===== config.mk =====
export PLATFORM = sky130hd
export DESIGN_NAME = pll_sequencer
export DESIGN_NICKNAME = d
export VERILOG_FILES = /design/src/rtl/pll_seq_pkg.sv /design/src/rtl/pll_lock_sync.sv /design/src/rtl/pll_sequencer.sv
export SDC_FILE = /design/constraint.sdc
export NUM_CORES = 1
export LEC_CHECK = 0
export CAP_MARGIN = 20
export CORE_MARGIN = 2
export CORE_UTILIZATION = 50
export CTS_CLUSTER_SIZE = 30
export DETAILED_ROUTE_END_ITERATION = 16
export GPL_TIMING_DRIVEN = 0
export PLACE_DENSITY = 0.67
export SKIP_LAST_GASP = 1
export SYNTH_ARGS = -nofsm -noshare
export SYNTH_HDL_FRONTEND = slang
export SYNTH_SLANG_ARGS = --single-unit

===== constraint.sdc =====
create_clock -name CLK -period 3.85 [get_ports CLK]
set_clock_uncertainty 0.05 [all_clocks]
set_input_delay 0.77 -clock CLK [delete_from_list [all_inputs] [get_ports CLK]]
set_output_delay 0.77 -clock CLK [all_outputs]
set_load 0.05 [all_outputs]

===== src/rtl/pll_seq_pkg.sv =====
// Shared types and constants for the PLL power-up / lock sequencer.
package pll_seq_pkg;

  // Sequencer states; the encoding is visible on the STATE debug port.
  typedef enum logic [2:0] {
    ST_IDLE     = 3'd0,
    ST_POWER_UP = 3'd1,
    ST_STABLE   = 3'd2,
    ST_ENABLE   = 3'd3,
    ST_RUN      = 3'd4,
    ST_OFF      = 3'd5,
    ST_FAULT    = 3'd6
  } pll_state_e;

  localparam int NUM_OUTS = 4;

  // Retry counter width and the value it sticks at.
  localparam int                RETRY_W   = 4;
  localparam logic [RETRY_W-1:0] RETRY_SAT = 4'd15;

endpackage


===== src/rtl/pll_lock_sync.sv =====
// Two-flop synchronizer for an asynchronous PLL status line; clears to 0 on reset.
module pll_lock_sync (
  input  logic clk,
  input  logic rst,
  input  logic async_in,
  output logic sync_out
);

  logic meta_p0;

  // Two-stage capture of the asynchronous input into the clk domain.
  always_ff @(posedge clk) begin
    if (rst) begin
      meta_p0  <= 1'b0;
      sync_out <= 1'b0;
    end else begin
      meta_p0  <= async_in;
      sync_out <= meta_p0;
    end
  end

endmodule


===== src/rtl/pll_sequencer.sv =====
// PLL bring-up sequencer: powers the PLL, qualifies lock, releases output
// clocks in staggered slots, and power-cycles the PLL on lock loss with a
// bounded number of retries before reporting FAULT.
module pll_sequencer
  import pll_seq_pkg::*;
#(
  parameter int LOCK_STABLE_CYCLES = 64,
  parameter int LOCK_TIMEOUT       = 4096,
  parameter int OUT_STAGGER        = 4,
  parameter int OFF_CYCLES         = 8,
  parameter int MAX_RETRIES        = 3
) (
  input  logic                CLK,
  input  logic                RST,
  input  logic                START,
  input  logic [NUM_OUTS-1:0] OUT_EN_MASK,
  input  logic                PLL_LOCK,
  output logic                PLL_EN,
  output logic [NUM_OUTS-1:0] CLK_OUT_EN,
  output logic                READY,
  output logic                FAULT,
  output logic [RETRY_W-1:0]  RETRY_CNT,
  output logic [2:0]          STATE
);

  localparam int TO_W  = $clog2(LOCK_TIMEOUT) + 1;
  localparam int SC_W  = $clog2(LOCK_STABLE_CYCLES) + 1;
  localparam int STG_W = $clog2(OUT_STAGGER) + 1;
  localparam int OFF_W = $clog2(OFF_CYCLES) + 1;

  localparam logic [TO_W-1:0]    TO_LAST   = TO_W'(LOCK_TIMEOUT - 1);
  localparam logic [SC_W-1:0]    STAB_DONE = SC_W'(LOCK_STABLE_CYCLES);
  localparam logic [STG_W-1:0]   STG_LAST  = STG_W'(OUT_STAGGER - 1);
  localparam logic [OFF_W-1:0]   OFF_LAST  = OFF_W'(OFF_CYCLES - 1);
  localparam logic [RETRY_W-1:0] RETRY_LIM = RETRY_W'(MAX_RETRIES);

  // Increment that holds at the top value instead of wrapping.
  function automatic logic [RETRY_W-1:0] retry_sat_inc(input logic [RETRY_W-1:0] cnt);
    return (cnt == RETRY_SAT) ? cnt : cnt + RETRY_W'(1);
  endfunction

  pll_state_e          state;
  logic                lock_s;
  logic [NUM_OUTS-1:0] mask_q;
  logic [TO_W-1:0]     to_cnt;
  logic [SC_W-1:0]     stab_cnt;
  logic [STG_W-1:0]    stg_cnt;
  logic [1:0]          slot;
  logic [OFF_W-1:0]    off_cnt;
  logic [RETRY_W-1:0]  retry_nxt;
  logic                retry_over;
  logic                enter_off;

  pll_lock_sync u_lock_sync (
    .clk      (CLK),
    .rst      (RST),
    .async_in (PLL_LOCK),
    .sync_out (lock_s)
  );

  assign STATE = state;

  // Power-cycle trigger: lock timeout while powering up, or lock lost once outputs are live.
  always_comb begin
    retry_nxt  = retry_sat_inc(RETRY_CNT);
    retry_over = (retry_nxt > RETRY_LIM);
    enter_off  = 1'b0;
    if ((state == ST_POWER_UP) && !lock_s && (to_cnt == TO_LAST))
      enter_off = 1'b1;
    if (((state == ST_ENABLE) || (state == ST_RUN)) && !lock_s)
      enter_off = 1'b1;
  end

  // Sequencer FSM with registered outputs; counters are loaded on state entry.
  always_ff @(posedge CLK) begin
    if (RST) begin
      state      <= ST_IDLE;
      PLL_EN     <= 1'b0;
      CLK_OUT_EN <= '0;
      READY      <= 1'b0;
      FAULT      <= 1'b0;
      RETRY_CNT  <= '0;
    end else if (!START) begin
      state      <= ST_IDLE;
      PLL_EN     <= 1'b0;
      CLK_OUT_EN <= '0;
      READY      <= 1'b0;
      FAULT      <= 1'b0;
      RETRY_CNT  <= '0;
    end else if (enter_off) begin
      // Exhausting the retry budget goes straight to FAULT rather than through OFF.
      PLL_EN     <= 1'b0;
      CLK_OUT_EN <= '0;
      READY      <= 1'b0;
      RETRY_CNT  <= retry_nxt;
      off_cnt    <= '0;
      if (retry_over) begin
        state <= ST_FAULT;
        FAULT <= 1'b1;
      end else begin
        state <= ST_OFF;
      end
    end else begin
      case (state)
        ST_IDLE: begin
          mask_q    <= OUT_EN_MASK;
          RETRY_CNT <= '0;
          PLL_EN    <= 1'b1;
          to_cnt    <= '0;
          state     <= ST_POWER_UP;
        end
        ST_POWER_UP: begin
          if (lock_s) begin
            stab_cnt <= SC_W'(1);
            state    <= ST_STABLE;
          end else begin
            to_cnt <= to_cnt + TO_W'(1);
          end
        end
        ST_STABLE: begin
          // A lock drop here re-qualifies from scratch without spending a retry.
          if (!lock_s) begin
            to_cnt <= '0;
            state  <= ST_POWER_UP;
          end else if (stab_cnt == STAB_DONE) begin
            slot          <= 2'd0;
            stg_cnt       <= '0;
            CLK_OUT_EN[0] <= mask_q[0];
            state         <= ST_ENABLE;
          end else begin
            stab_cnt <= stab_cnt + SC_W'(1);
          end
        end
        ST_ENABLE: begin
          // Every slot takes its full time, even when its mask bit is clear.
          if (stg_cnt == STG_LAST) begin
            stg_cnt <= '0;
            if (slot == 2'd3) begin
              READY     <= 1'b1;
              RETRY_CNT <= '0;
              state     <= ST_RUN;
            end else begin
              slot                      <= slot + 2'd1;
              CLK_OUT_EN[slot + 2'd1]   <= mask_q[slot + 2'd1];
            end
          end else begin
            stg_cnt <= stg_cnt + STG_W'(1);
          end
        end
        ST_RUN: begin
          state <= ST_RUN;
        end
        ST_OFF: begin
          if (off_cnt == OFF_LAST) begin
            PLL_EN <= 1'b1;
            to_cnt <= '0;
            state  <= ST_POWER_UP;
          end else begin
            off_cnt <= off_cnt + OFF_W'(1);
          end
        end
        ST_FAULT: begin
          state <= ST_FAULT;
        end
        default: begin
          state <= ST_IDLE;
        end
      endcase
    end
  end

endmodule


==> Word level (Yosys, flattened, before mapping) <==
Index checks and enable logic that the tools add are counted.
{ "op_classes": {"n_mux": 47, "n_reduce_logical": 28, "n_addsub": 6, "n_bitwise": 4, "magnitude_cmp": 3, "eq_ne": 27} }
{ "ops": {"columns": ["op", "count"], "rows": [
  ["one-hot mux 13 bit (4 select lines)", 1],
  ["two-way mux 13 bit", 3],
  ["two-way mux 3 bit", 10],
  ["two-way mux 4 bit", 6],
  ["two-way mux 7 bit", 3],
  ["one-hot mux 3 bit (7 select lines)", 1],
  ["inequality test 2 bit (second input constant)", 7],
  ["one-hot mux 7 bit (2 select lines)", 1],
  ["AND reduction 7 bit", 2],
  ["adder 13 x 1 -> 13 bit (second input constant)", 1],
  ["equality test 13 x 12 -> 1 bit (second input constant)", 1],
  ["two-way mux 2 bit", 5],
  ["AND reduction 5 bit", 2],
  ["equality test 3 x 2 -> 1 bit (second input constant)", 3],
  ["equality test 3 bit (second input constant)", 3],
  ["two-way mux 1 bit", 9],
  ["inequality test 3 x 2 -> 1 bit (second input constant)", 3],
  ["AND reduction 3 bit", 3],
  ["adder 4 x 1 -> 4 bit (second input constant)", 2],
  ["one-hot mux 4 bit (2 select lines)", 1],
  ["AND reduction 4 bit", 2],
  ["AND reduction 8 bit", 1],
  ["nonzero test 2 bit", 4],
  ["adder 7 x 1 -> 7 bit (second input constant)", 1],
  ["other kinds (30)", 40]
]} }
{ "word_totals": {"out_inout_bits": 14, "word_cells": 130, "reg_bits": 49} }

==> Logic depth before layout (Yosys ltp) <==
Gate-level depths: netlist of run 1.
{ "logic_depth": {"word_depth": 9, "ltp_mapped": 7, "mapped_depth_nobuf": 7} }

==> By module <==
From an unflattened synthesis of run 1, not the netlist that was laid out.
{ "unflattened": {"hier_cells": 250, "area_unflattened_um2": 2605.0} }
{ "by_module_without_submodules": {"columns": ["mod", "area_each_um2", "instances", "cells_each"], "rows": [
  ["pll_sequencer", 2552.4, 1, 246],
  ["pll_lock_sync", 52.6, 1, 4]
]} }

==> Least setup slack after synthesis of run 1 <==
No wires, ideal clock.
{ "synth_path": {"path_kind": "register to register", "startpoint": "reg state[2] (netlist: STATE[2])", "endpoint": "reg to_cnt[0], enable pin", "setup_time_ns": 0.382, "path_stages_with_launch": 7, "t_arrival_ns": 2.073, "path_buffers": 1, "path_slack_ns": 1.345, "t_required_ns": 3.418, "period_less_slack_ns": 2.505, "path_cell_list": "dfxtp_1 > buf_2 > nand3b_1 > a21oi_1 > nor2_1 > nand2_1 > nor2_1"} }
{ "synth_via": {"elab_chain_len": 7} }
{ "synth_lines": {"columns": ["item", "line_no", "rtl"], "rows": [
  ["from (decl)", "pll_sequencer.sv:42", "pll_state_e state;"],
  ["from (signal assigned)", "pll_sequencer.sv:77", "state <= ST_IDLE;"],
  ["from (signal assigned)", "pll_sequencer.sv:84", "state <= ST_IDLE;"],
  ["from (signal assigned)", "pll_sequencer.sv:98", "state <= ST_FAULT;"],
  ["equality test 3 x 1 -> 1 bit", "pll_sequencer.sv:68, pll_sequencer.sv:104", null],
  ["logical AND 1 bit (2 in a row)", "pll_sequencer.sv:68", "if ((state == ST_POWER_UP) && !lock_s && (to_cnt == TO_LAST))"],
  ["two-way mux 1 bit", "pll_sequencer.sv:68", null],
  ["two-way mux 1 bit", "pll_sequencer.sv:70", "if (((state == ST_ENABLE) || (state == ST_RUN)) && !lock_s)"],
  ["NOT 1 bit (no line)", null, null],
  ["AND reduction 7 bit (no line) *", null, null],
  ["to (signal assigned)", "pll_sequencer.sv:117", "to_cnt <= to_cnt + TO_W'(1);"],
  ["to (decl)", "pll_sequencer.sv:45", "logic [TO_W-1:0] to_cnt;"]
]} }
Mark *: on every way between the ends. The rest lies on a longest branch, timed or not.
A chain may end at the register's enable or synchronous reset.

==> Final worst setup path of run 1 <==
{ "layout_path": {"startpoint": "in RST", "endpoint": "reg mask_q[3], enable pin"} }
{ "layout_via": {"elab_chain_len": 2} }
{ "layout_lines": {"columns": ["item", "line_no", "rtl"], "rows": [
  ["from (decl)", "pll_sequencer.sv:14", "input logic RST,"],
  ["NOT 1 bit (no line)", null, null],
  ["AND reduction 4 bit (no line)", null, null],
  ["to (signal assigned)", "pll_sequencer.sv:106", "mask_q <= OUT_EN_MASK;"],
  ["to (decl)", "pll_sequencer.sv:44", "logic [NUM_OUTS-1:0] mask_q;"]
]} }
Every way passes these cells.

==> reports/summary.txt, run 1 <==
==================================================================================
Total via count after detailed routing ..............................         1843
Total Wirelength ....................................................      4490 µm
Leakage dissipation .................................................      1.07 nW
Dpl cells ...........................................................          338
Asr flop ratio synth ................................................           0%
Cells taking the most area after synthesis .......................... edfxtp_1 (39%), dfxtp_1 (13%), nor2_1 (5.5%)
Post-place instance area ............................................  0.00283 mm²
Count of max-cap constraint violations ..............................            0
Number of buffers on the longest clock path .........................            2
Fin. Hold Viols .....................................................            0
Number of vias per cell after detailed routing ......................         5.31
Net switching power of the design ...................................       202 µW
Starting DRC count in detailed routing ..............................           75
Gp weighted congestion ..............................................        0.784
Number of detailed-routing iterations run before antenna repair .....            4
Post-route clock period utilization .................................        69.3%
Net count after synthesis ...........................................          269
Largest net degree at the start of global routing ...................           15
Clock latency at the later pin of the worst-skew pair ...............      0.30 ns
Register share of total power .......................................        62.6%
Area of the placeable core ..........................................  0.00482 mm²
Maximum achievable frequency ........................................      375 MHz
Num CTS Buffers .....................................................            5
Signed area change from the synthesized netlist to the final layout .        15.0%
Post-synthesis cell area ............................................  0.00254 mm²
Initial antenna violation count .....................................            0
Detail Route Antenna Nets ...........................................            0
Final setup violating endpoints .....................................            0
Setup repair after global routing missed its margin .................           no
Kind of critical path ............................................... input pin to flip-flop
Aggregate global routing overflow ...................................            0
Pwr Density .........................................................   316 mW/mm²
Endpoint class of the critical path .................................    flip-flop
Top cell type's share of synthesized area ...........................        39.0%
PostCTS Resize Cnt ..................................................            0
Post-detailed-route DRC marker count ................................            0
Final instance area .................................................  0.00292 mm²
Data required time at the worst endpoint ............................      3.74 ns
Count of buffers inserted at the top-level ports ....................           21
Syn Area/Cell .......................................................     10.2 µm²
First-pass GRT wire length ..........................................      7380 µm
Vertical die dimension ..............................................      75.3 µm
Internal cell power .................................................       721 µW
Period minus WS final ...............................................      2.67 ns
Clock transition at the registers of the reported paths .............      0.08 ns
Vias in the first global route ......................................         1628
Sequential share of the synthesized area ............................        51.7%
Effective utilization at floorplan ..................................        52.7%
Wirelength per Cell .................................................      12.9 µm
Aggregate global-route resource usage ...............................        17.1%
Number of nets in the layout ........................................          298
DP HPWL .............................................................      3240 µm
Proportion of power drawn by the clock network ......................        31.1%
Slew of the pin with the lowest slew margin .........................     0.715 ns
Count of pins on the block boundary .................................           22
Worst VDD drop ......................................................     0.222 mV
Worst slew margin relative to its limit .............................        52.3%
Worst hold path class ............................................... flip-flop to flip-flop
Number of synthesized register bits .................................           49
Max Transition Viols Final ..........................................            0
Number of library cell types mapped by synthesis ....................           45
Combinational Power Share ...........................................         6.3%
Startpoint type of the worst setup path .............................    input pin
Library cell with the largest summed area after synthesis ...........     edfxtp_1
Number of clock sinks ...............................................           49
Std cell rows .......................................................           25
Layout Utilization ..................................................        60.6%
# diodes ............................................................            0
Arrival time at the worst endpoint ..................................      2.56 ns
Cell at the root of the clock tree ..................................     clkbuf_8
Main synth FF type ..................................................     edfxtp_1
Crit-path max FO ....................................................            9
Hold-fix buffers, CTS ...............................................            0
Yosys synthesis warning count .......................................            0
Depth of the CTS H-tree .............................................            2
TritonCTS clock tree ................................................         done
Filler-free cell count of the finished design .......................          347
Number of fill cells in the layout ..................................          428
Post-CTS setup buffer count .........................................            0
Accumulated negative setup slack ....................................         0 ns
Total Power Consumption .............................................       923 µW
DIE AREA ............................................................  0.00566 mm²
Switching part of the total .........................................        21.9%
Layout cell share with drive strength beyond 1 ......................        6.07%
Status .............................................................. finished, final reports clean
Synthesized instance count ..........................................          250
Die width ...........................................................      75.3 µm
Number of enable flip-flop cells after synthesis ....................           33
==================================================================================
[final cells by class]
type | count | area, µm² | area share, %
Sequential cell | 49 | 1310 | 44.9
Clock inverter | 1 | 3.75 | 0.129
Tap cell | 67 | 83.8 | 2.87
Clock buffer | 7 | 76.3 | 2.61
Multi-Input combinational cell | 181 | 1140 | 39.1
Timing Repair Buffer | 22 | 218 | 7.46
Buffer | 8 | 41.3 | 1.41
Inverter | 12 | 45.0 | 1.54
[path summary, 6_finish.rpt]
path                  from       endpoint  slack [ns]  cells after the start
min reg2reg  CLK_OUT_EN[0]  CLK_OUT_EN[0]        0.41                      2
max                    RST      mask_q[3]        1.18                      5
max reg2reg      to_cnt[0]      mask_q[3]        1.53                      6
min          CLK_OUT_EN[0]  CLK_OUT_EN[0]        0.41                      2
[state kept, by name, indices dropped and copies added (netlist names), 2 cells and up]
signal / cells
to_cnt: 13
stab_cnt: 7
CLK_OUT_EN: 4
RETRY_CNT: 4
mask_q: 4
off_cnt: 4
STATE: 3
stg_cnt: 3
slot: 2
[kinds of logic after synthesis]
family                     Yosys count  share of synthesized area (%)
AOI/OAI and AO/OA                   33                           8.08
adders and majority gates           12                           5.82
buffers and inverters               20                           3.40
muxes                                3                           1.87
DFF                                 49                           51.7
xor gates and xnor gates            18                           6.21
and+or+nand+nor                    115                           23.0
[per-layer routing]
metal / vias to the layer above / share of wire [%] / global-route usage, %
li1: 947 / - / -
met3: 4 / 3.8 / 3.61
met5: - / 0 / 0
met4: 0 / 0.74 / 4.68
met2: 35 / 45 / 26.8
met1: 857 / 50 / 24.1
[cells in the final DEF, fill, tap and decap left out, drive strengths merged, types with 3 or more instances in the layout]
master,count
clkdlybuf4s50,21
nor4,3
xor2,7
nand4,3
o21ai,6
edfxtp,33
nor3,10
ha,11
xnor2,11
a21oi,15
dfxtp,16
clkbuf,11
nor2b,4
inv,12
nand2,18
and3,10
nand3,15
nor2,37
buf,5
[power groups by stage]
stage          Sequential [mW]  Combinational (mW)  Clock [mW]
6_report                 0.578              0.0577       0.287
5_1_grt                  0.580              0.0638       0.320
4_1_cts                  0.578              0.0571       0.294
3_5_place_dp             0.590              0.0564           0
3_3_place_gp             0.590              0.0562           0
2_1_floorplan            0.593              0.0330           0
[worst max-delay path, cell delays in order]
cell,delay (ns)
clkdlybuf4s50_1,0.45
nand2b_1,0.26
nor2_1,0.26
nand2_1,0.29
nor3_1,0.53
[through the flow]
step	setup slack (ns)	hold WS, ns
final	1.18	0.406
after global routing	1.02	0.418
after CTS	0.793	0.404
after detailed placement	0.492	0.387
after global placement	0.463	0.372
after floorplan	1.34	0.364
[Yosys cell counts (4+ instances only)]
master     n
nor2_1    37
edfxtp_1  33
nand2_1   18
dfxtp_1   16
a21oi_1   15
nand3_1   15
inv_1     12
ha_1      11
xnor2_1   11
and3_1    10
nor3_1    10
xor2_1     7
o21ai_0    6
clkbuf_1   4
nor2b_1    4
No activity file was read; power rests on OpenSTA's default activity.
==> inputs of run 2 (changes only) <==
--- a/config.mk
+++ b/config.mk
@@ -11,7 +11,7 @@
 export CTS_CLUSTER_SIZE = 30
 export DETAILED_ROUTE_END_ITERATION = 16
 export GPL_TIMING_DRIVEN = 0
-export PLACE_DENSITY = 0.67
+export PLACE_DENSITY = 0.69
 export SKIP_LAST_GASP = 1
 export SYNTH_ARGS = -nofsm -noshare
 export SYNTH_HDL_FRONTEND = slang
==> constraint.sdc (replaced) <==
create_clock -name CLK -period 2.17 [get_ports CLK]
set_clock_uncertainty 0.05 [all_clocks]
set_input_delay 0.434 -clock CLK [delete_from_list [all_inputs] [get_ports CLK]]
set_output_delay 0.434 -clock CLK [all_outputs]
set_load 0.05 [all_outputs]
==> reports/summary.txt, run 2 (synthesis gave the netlist of run 1 again) <==
==================================================================================
Kind of critical path ............................................... flip-flop to flip-flop   was input pin to flip-flop
Number of fill cells in the layout ..................................          422   was 428
Register share of total power .......................................        56.6%   was 62.6%
Leakage dissipation .................................................      1.11 nW   was 1.07 nW
Crit-path max FO ....................................................            9   unchanged
Starting DRC count in detailed routing ..............................           76   was 75
Gp weighted congestion ..............................................        0.833   was 0.784
Total Wirelength ....................................................      4710 µm   was 4490 µm
Period minus WS final ...............................................      2.09 ns
Effective utilization at floorplan ..................................        52.7%   unchanged
Worst Hold Launch ................................................... CLK_OUT_EN[0]   unchanged
Layout cell share with drive strength beyond 1 ......................        11.7%   was 6.07%
Largest net degree at the start of global routing ...................           16   was 15
Max Transition Viols Final ..........................................            0   unchanged
Filler-free cell count of the finished design .......................          349   was 347
Total via count after detailed routing ..............................         1861   was 1843
Count of cells along the worst register-to-register path ............            7   was 6
Arrival time at the worst endpoint ..................................      2.23 ns   was 2.56 ns
Initial antenna violation count .....................................            0   unchanged
Number of clock sinks ...............................................           49   unchanged
Count of max-cap constraint violations ..............................            0   unchanged
Count of pins on the block boundary .................................           22   unchanged
Clock transition at the registers of the reported paths .............      0.09 ns   was 0.08 ns
Detail Route Antenna Nets ...........................................            0   unchanged
Clock latency at the later pin of the worst-skew pair ...............      0.30 ns   about the same
Switching part of the total .........................................        20.8%   was 21.9%
Signed area change from the synthesized netlist to the final layout .        19.9%   was 15.0%
Number of buffers on the longest clock path .........................            2   unchanged
Count of buffers inserted at the top-level ports ....................           21   unchanged
Post-route setup slack ..............................................    0.0800 ns   was 1.18 ns
First-pass GRT wire length ..........................................      7850 µm   was 7380 µm
TritonCTS clock tree ................................................         done   unchanged
Accumulated negative setup slack ....................................         0 ns   unchanged
End of the worst hold path .......................................... CLK_OUT_EN[0]   unchanged
Aggregate global routing overflow ...................................            0   unchanged
Depth of the CTS H-tree .............................................            2   unchanged
Number of nets in the layout ........................................          300   was 298
Biggest register ....................................................       to_cnt   unchanged
Number of vias per cell after detailed routing ......................         5.33   was 5.31
Worst hold path class ............................................... flip-flop to flip-flop   unchanged
Number of detailed-routing iterations run before antenna repair .....            4   unchanged
Reg-to-Reg End ...................................................... RETRY_CNT[1]   was mask_q[3]
Endpoint class of the critical path .................................    flip-flop   unchanged
Number of flip-flops under the largest register name ................           13   unchanged
Wirelength per Cell .................................................      13.5 µm   was 12.9 µm
Die width ...........................................................      75.3 µm   unchanged
Reg2Reg Setup Slack .................................................      0.08 ns   was 1.53 ns
Fin. Hold Viols .....................................................            0   unchanged
Std cell rows .......................................................           25   unchanged
Maximum achievable frequency ........................................      478 MHz
Data required time at the worst endpoint ............................      2.31 ns   was 3.74 ns
Post-route clock period utilization .................................        96.3%
Final setup violating endpoints .....................................            0   unchanged
Slew of the pin with the lowest slew margin .........................     0.508 ns   was 0.715 ns
Proportion of power drawn by the clock network ......................        37.1%   was 31.1%
Internal cell power .................................................      1.43 mW   was 721 µW
DIE AREA ............................................................  0.00566 mm²   unchanged
Setup repair after global routing missed its margin .................          yes   was no
Hold-fix buffers, CTS ...............................................            0   unchanged
Post-detailed-route DRC marker count ................................            0   unchanged
Worst slew margin relative to its limit .............................        66.0%   was 52.3%
Area of the placeable core ..........................................  0.00482 mm²   unchanged
Worst VDD drop ......................................................     0.368 mV   was 0.222 mV
DP HPWL .............................................................      3340 µm   was 3240 µm
Total Power Consumption .............................................      1.81 mW   was 923 µW
Dpl cells ...........................................................          338   unchanged
Cell at the root of the clock tree ..................................     clkbuf_8   unchanged
Worst hold path cell count ..........................................            2   unchanged
Commonest cells after routing, fill and taps aside .................. nor2_1 (34), edfxtp_1 (33), clkdlybuf4s50_1 (21)   was nor2_1 (37), edfxtp_1 (33), clkdlybuf4s50_1 (21)
Vertical die dimension ..............................................      75.3 µm   unchanged
Most common library cell in the layout ignoring fill and taps .......       nor2_1   unchanged
Aggregate global-route resource usage ...............................        18.1%   was 17.1%
Vias in the first global route ......................................         1744   was 1628
Combinational Power Share ...........................................         6.3%   about the same
Net switching power of the design ...................................       377 µW   was 202 µW
Pwr Density .........................................................   595 mW/mm²   was 316 mW/mm²
Worst-case setup slack after placement ..............................    -0.538 ns   was 0.492 ns
# diodes ............................................................            0   unchanged
Status .............................................................. finished, final reports clean   unchanged
Largest registers ................................................... to_cnt x13, stab_cnt x7   unchanged
Startpoint type of the worst setup path .............................    flip-flop   was input pin
R2R Path Start ......................................................     STATE[1]   was to_cnt[0]
Layout Utilization ..................................................        63.2%   was 60.6%
Num CTS Buffers .....................................................            5   unchanged
==================================================================================
[run 2: cell types whose count changed in the layout (fill, tap and decap cells not counted), moves of 2 or more]
cell,change
nor2_1,-3
dfxtp_1,-3
dfxtp_4,+2
clkbuf_1,-2
a21oi_1,-2
a21oi_2,+2
buf_4,+2
nor2_4,+2
[run 2: per-layer routing]
metal / GRT usage (%) / share of wire [%] / vias up
met2: 27.8 / 46 / 50
met5: 0 / 0 / -
met4: 4.87 / 1.1 / 0
li1: - / - / 948
met3: 4.15 / 5.1 / 8
met1: 26.0 / 47 / 855
[run 2: repair_timing]
action / 4_1_cts / 5_1_grt
resized for setup: 5 / 8
pin swaps: 1 / 1
setup endpoints to repair: 28 / 17
setup buffers: 1 / 2
[run 2: worst max path at each step]
stage | from | to | slack, ns | depth (start not counted)
detailed placement | RST | mask_q[2] | -0.54 | 5
global route | to_cnt[0] | RETRY_CNT[1] | -0.04 | 7
finish | STATE[1] | RETRY_CNT[1] | 0.08 | 7
CTS | to_cnt[0] | RETRY_CNT[1] | 0.05 | 7
floorplan | STATE[0] | RETRY_CNT[1] | 0.008 | 7
global placement | RST | mask_q[1] | -0.50 | 5
[run 2: power by group through the flow]
stage / sequential, mW / clock [mW] / combinational [mW]
after floorplan: 1.05 / 0 / 0.0598
after global placement: 1.05 / 0 / 0.101
after detailed placement: 1.05 / 0 / 0.102
after CTS: 1.03 / 0.687 / 0.110
after global routing: 1.03 / 0.724 / 0.125
final: 1.02 / 0.672 / 0.115
[run 2: final cells by class]
| class | instances | area [µm²] | area share [%] |
|---|---|---|---|
| repair buffers | 24 | 245 | 8.06 |
| clock inverters | 2 | 37.5 | 1.23 |
| inverters | 12 | 45.0 | 1.48 |
| flip-flops and latches | 49 | 1320 | 43.4 |
| plain buffers | 8 | 43.8 | 1.44 |
| multi-input cells | 181 | 1180 | 38.9 |
| clock buffers | 6 | 82.6 | 2.71 |
| well taps | 67 | 83.8 | 2.75 |
[run 2: critical path, stage by stage, from the launching register on]
cell and delay [ns]:
dfxtp_4 0.38, or3b_1 0.34, buf_4 0.17, nor4_4 0.19, a21o_1 0.17, buf_6 0.13
mux2_4 0.31, a32o_1 0.25
[run 2: through the flow]
stage                     hold slack [ns]  area, µm²
final                               0.406       3040
after global routing                0.426       3040
after CTS                           0.408       3010
after detailed placement            0.394       2840
after global placement              0.374       2840
after floorplan                     0.364       2550
==> inputs of run 3 (changes only) <==
--- a/config.mk
+++ b/config.mk
@@ -6,13 +6,16 @@
 export NUM_CORES = 1
 export LEC_CHECK = 0
 export CAP_MARGIN = 20
+export CELL_PAD_IN_SITES_DETAIL_PLACEMENT = 1
+export CELL_PAD_IN_SITES_GLOBAL_PLACEMENT = 1
 export CORE_MARGIN = 2
-export CORE_UTILIZATION = 50
+export CORE_UTILIZATION = 41
 export CTS_CLUSTER_SIZE = 30
 export DETAILED_ROUTE_END_ITERATION = 16
 export GPL_TIMING_DRIVEN = 0
-export PLACE_DENSITY = 0.69
+export PLACE_DENSITY = 0.72
 export SKIP_LAST_GASP = 1
+export SLEW_MARGIN = 10
 export SYNTH_ARGS = -nofsm -noshare
 export SYNTH_HDL_FRONTEND = slang
 export SYNTH_SLANG_ARGS = --single-unit
==> reports/summary.txt, run 3 (synthesis gave the netlist of run 1 again) <==
======================================================================================
Status .................................................................. finished, final reports clean   unchanged
Register share of total power ...........................................        61.2%   was 56.6%
Proportion of power drawn by the clock network ..........................        31.7%   was 37.1%
Crit-path max FO ........................................................            7   was 9
Slew of the pin with the lowest slew margin .............................     0.547 ns   was 0.508 ns
Vertical die dimension ..................................................      82.7 µm   was 75.3 µm
Number of buffers on the longest clock path .............................            2   unchanged
Worst VDD drop ..........................................................     0.306 mV   was 0.368 mV
Number of detailed-routing iterations run before antenna repair .........            4   unchanged
Effective utilization at floorplan ......................................        42.6%   was 52.7%
Worst Hold Launch ....................................................... CLK_OUT_EN[2]   was CLK_OUT_EN[0]
Total via count after detailed routing ..................................         1883   was 1861
Std cell rows ...........................................................           28   was 25
Aggregate global routing overflow .......................................            0   unchanged
Vias in the first global route ..........................................         1887   was 1744
Commonest cells after routing, fill and taps aside ...................... nor2_1 (34), edfxtp_1 (33), clkdlybuf4s50_1 (20)   was nor2_1 (34), edfxtp_1 (33), clkdlybuf4s50_1 (21)
Clock latency at the later pin of the worst-skew pair ...................      0.30 ns   about the same
Cell seen most often among critical-path stages .........................        buf_6
Dpl cells ...............................................................          346   was 338
Number of nets in the layout ............................................          301   was 300
Switching part of the total .............................................        22.8%   was 20.8%
Endpoint class of the critical path .....................................    flip-flop   unchanged
Max Transition Viols Final ..............................................            0   unchanged
Number of fill cells in the layout ......................................          679   was 422
Post-place instance area ................................................  0.00285 mm²   was 0.00284 mm²
Setup repair after global routing missed its margin .....................          yes   unchanged
Period minus WS final ...................................................      2.13 ns   was 2.09 ns
Flip-flop and latch area ................................................  0.00132 mm²   about the same
Final instance area .....................................................  0.00305 mm²   was 0.00304 mm²
Largest registers ....................................................... to_cnt x13, stab_cnt x7   unchanged
Die width ...............................................................      82.7 µm   was 75.3 µm
Number of vias per cell after detailed routing ..........................         5.26   was 5.33
DP HPWL .................................................................      3850 µm   was 3340 µm
Number of clock sinks ...................................................           49   unchanged
Cell at the root of the clock tree ......................................     clkbuf_8   unchanged
Filler-free cell count of the finished design ...........................          358   was 349
Largest net degree at the start of global routing .......................           14   was 16
Post-route clock period utilization .....................................        98.1%   was 96.3%
Library cell contributing the largest single delay on the critical path .       or3b_4   was dfxtp_4
Most common library cell in the layout ignoring fill and taps ...........       nor2_1   unchanged
Wirelength per Cell .....................................................      15.2 µm   was 13.5 µm
Initial antenna violation count .........................................            0   unchanged
Internal cell power .....................................................      1.29 mW   was 1.43 mW
Sequence of cells on the critical path .................................. or3b_4, buf_6, nor4_4, a21o_1, buf_6, mux2_4, a32o_1   was or3b_1, buf_4, nor4_4, a21o_1, buf_6, mux2_4, a32o_1
Data required time at the worst endpoint ................................      2.32 ns   was 2.31 ns
Total area of multi-input combinational cells ...........................  0.00121 mm²   was 0.00118 mm²
Reg2Reg Setup Slack .....................................................      0.04 ns   was 0.08 ns
Worst slew margin relative to its limit .................................        63.5%   was 66.0%
Biggest register ........................................................       to_cnt   unchanged
Gp weighted congestion ..................................................        0.782   was 0.833
Clock transition at the registers of the reported paths .................      0.09 ns   about the same
Maximum achievable frequency ............................................      470 MHz   was 478 MHz
Num CTS Buffers .........................................................            5   unchanged
Post-route setup slack ..................................................    0.0417 ns   was 0.0800 ns
Starting DRC count in detailed routing ..................................          101   was 76
Worst hold path class ................................................... flip-flop to flip-flop   unchanged
Startpoint type of the worst setup path .................................    flip-flop   unchanged
# diodes ................................................................            0   unchanged
Post-detailed-route DRC marker count ....................................            0   unchanged
Count of pins on the block boundary .....................................           22   unchanged
Count of buffers inserted at the top-level ports ........................           21   unchanged
Fin. Hold Viols .........................................................            0   unchanged
R2R Path Start ..........................................................     STATE[0]   was STATE[1]
Largest incremental delay on the critical path ..........................      0.39 ns   was 0.38 ns
Layout cell share with drive strength beyond 1 ..........................        12.7%   was 11.7%
DIE AREA ................................................................  0.00684 mm²   was 0.00566 mm²
Worst-case setup slack after placement ..................................    -0.569 ns   was -0.538 ns
Worst hold path cell count ..............................................            2   unchanged
Signed area change from the synthesized netlist to the final layout .....        20.3%   was 19.9%
Aggregate global-route resource usage ...................................        17.1%   was 18.1%
Kind of critical path ................................................... flip-flop to flip-flop   unchanged
End of the worst hold path .............................................. CLK_OUT_EN[2]   was CLK_OUT_EN[0]
Leakage dissipation .....................................................      1.13 nW   was 1.11 nW
Count of cells along the worst register-to-register path ................            7   unchanged
TritonCTS clock tree ....................................................         done   unchanged
Total Wirelength ........................................................      5440 µm   was 4710 µm
Final setup violating endpoints .........................................            0   unchanged
Combinational Power Share ...............................................         7.2%   was 6.3%
Count of max-cap constraint violations ..................................            0   unchanged
Arrival time at the worst endpoint ......................................      2.27 ns   was 2.23 ns
Detail Route Antenna Nets ...............................................            0   unchanged
First-pass GRT wire length ..............................................      8900 µm   was 7850 µm
Pwr Density .............................................................   549 mW/mm²   was 595 mW/mm²
Depth of the CTS H-tree .................................................            2   unchanged
Area of the placeable core ..............................................  0.00596 mm²   was 0.00482 mm²
Net switching power of the design .......................................       383 µW   was 377 µW
Number of flip-flops under the largest register name ....................           13   unchanged
Reg-to-Reg End .......................................................... RETRY_CNT[1]   unchanged
======================================================================================
-- run 3: cell count changes in the layout (fill, tap and decap cells not counted), sizes merged --
| cell | previous run | this run |
|---|---|---|
| buf | 7 | 8 |
| clkbuf | 10 | 12 |
| clkdlybuf4s50 | 21 | 20 |
| dlymetal6s2s | 0 | 1 |
| clkinvlp | 1 | 0 |
| bufinv | 1 | 0 |
-- run 3: layer usage --
metal  up-vias  share of wire [%]  track usage [%]
li1        949                  -                -
met1       889                 49             23.4
met2        38                 45             27.2
met3         7                4.5             3.91
met4         0               0.92             4.75
met5         -                  0                0
-- run 3: power groups by stage --
stage,Combinational (mW),Clock (mW),Sequential [mW]
after floorplan,0.0598,0,1.05
after global placement,0.103,0,1.05
after detailed placement,0.105,0,1.05
after CTS,0.113,0.540,1.03
after global routing,0.133,0.569,1.03
final,0.120,0.531,1.03
-- run 3: how the worst max path moves through the flow --
stage,start,to,cells past startpoint
2_1_floorplan,STATE[0],RETRY_CNT[1],7
3_3_place_gp,RST,mask_q[1],5
3_5_place_dp,RST,mask_q[2],5
4_1_cts,STATE[0],RETRY_CNT[1],7
5_1_grt,STATE[0],RETRY_CNT[1],7
6_report,STATE[0],RETRY_CNT[1],7
-- run 3: final cells by class --
type / instances / share of cell area [%]
Buffer: 8 / 1.60
Clock buffer: 8 / 2.62
Inverter: 12 / 1.47
Multi-Input combinational cell: 181 / 39.7
Sequential cell: 49 / 43.1
Tap cell: 75 / 3.07
Timing Repair Buffer: 25 / 8.36
-- run 3: what timing repair did --
item | 4_1_cts | 5_1_grt
hold buffers | 0 | 0
pin swaps | 1 | 5
gates resized for setup | 6 | 16
endpoints found under the setup margin | 28 | 37
buffers inserted | 1 | 3
-- run 3: per-stage QoR --
step	total power, mW	hold slack (ns)	setup TNS [ns]	util, %
3_5_place_dp	1.15	0.399	-10.41	47.9
6_report	1.68	0.411	0	51.3
2_1_floorplan	1.11	0.364	0	-
4_1_cts	1.68	0.414	0	50.0
5_1_grt	1.73	0.441	-0.255	51.3
3_3_place_gp	1.15	0.381	-9.72	47.9
-- run 3: critical path: cells and delay by family (launching register included) --
kind | cells | cell delay, ns
AOI/OAI and AO/OA | 2 | 0.39
buffers and inverters | 2 | 0.25
DFF | 1 | 0.38
muxes | 1 | 0.31
and+or+nand+nor | 2 | 0.65
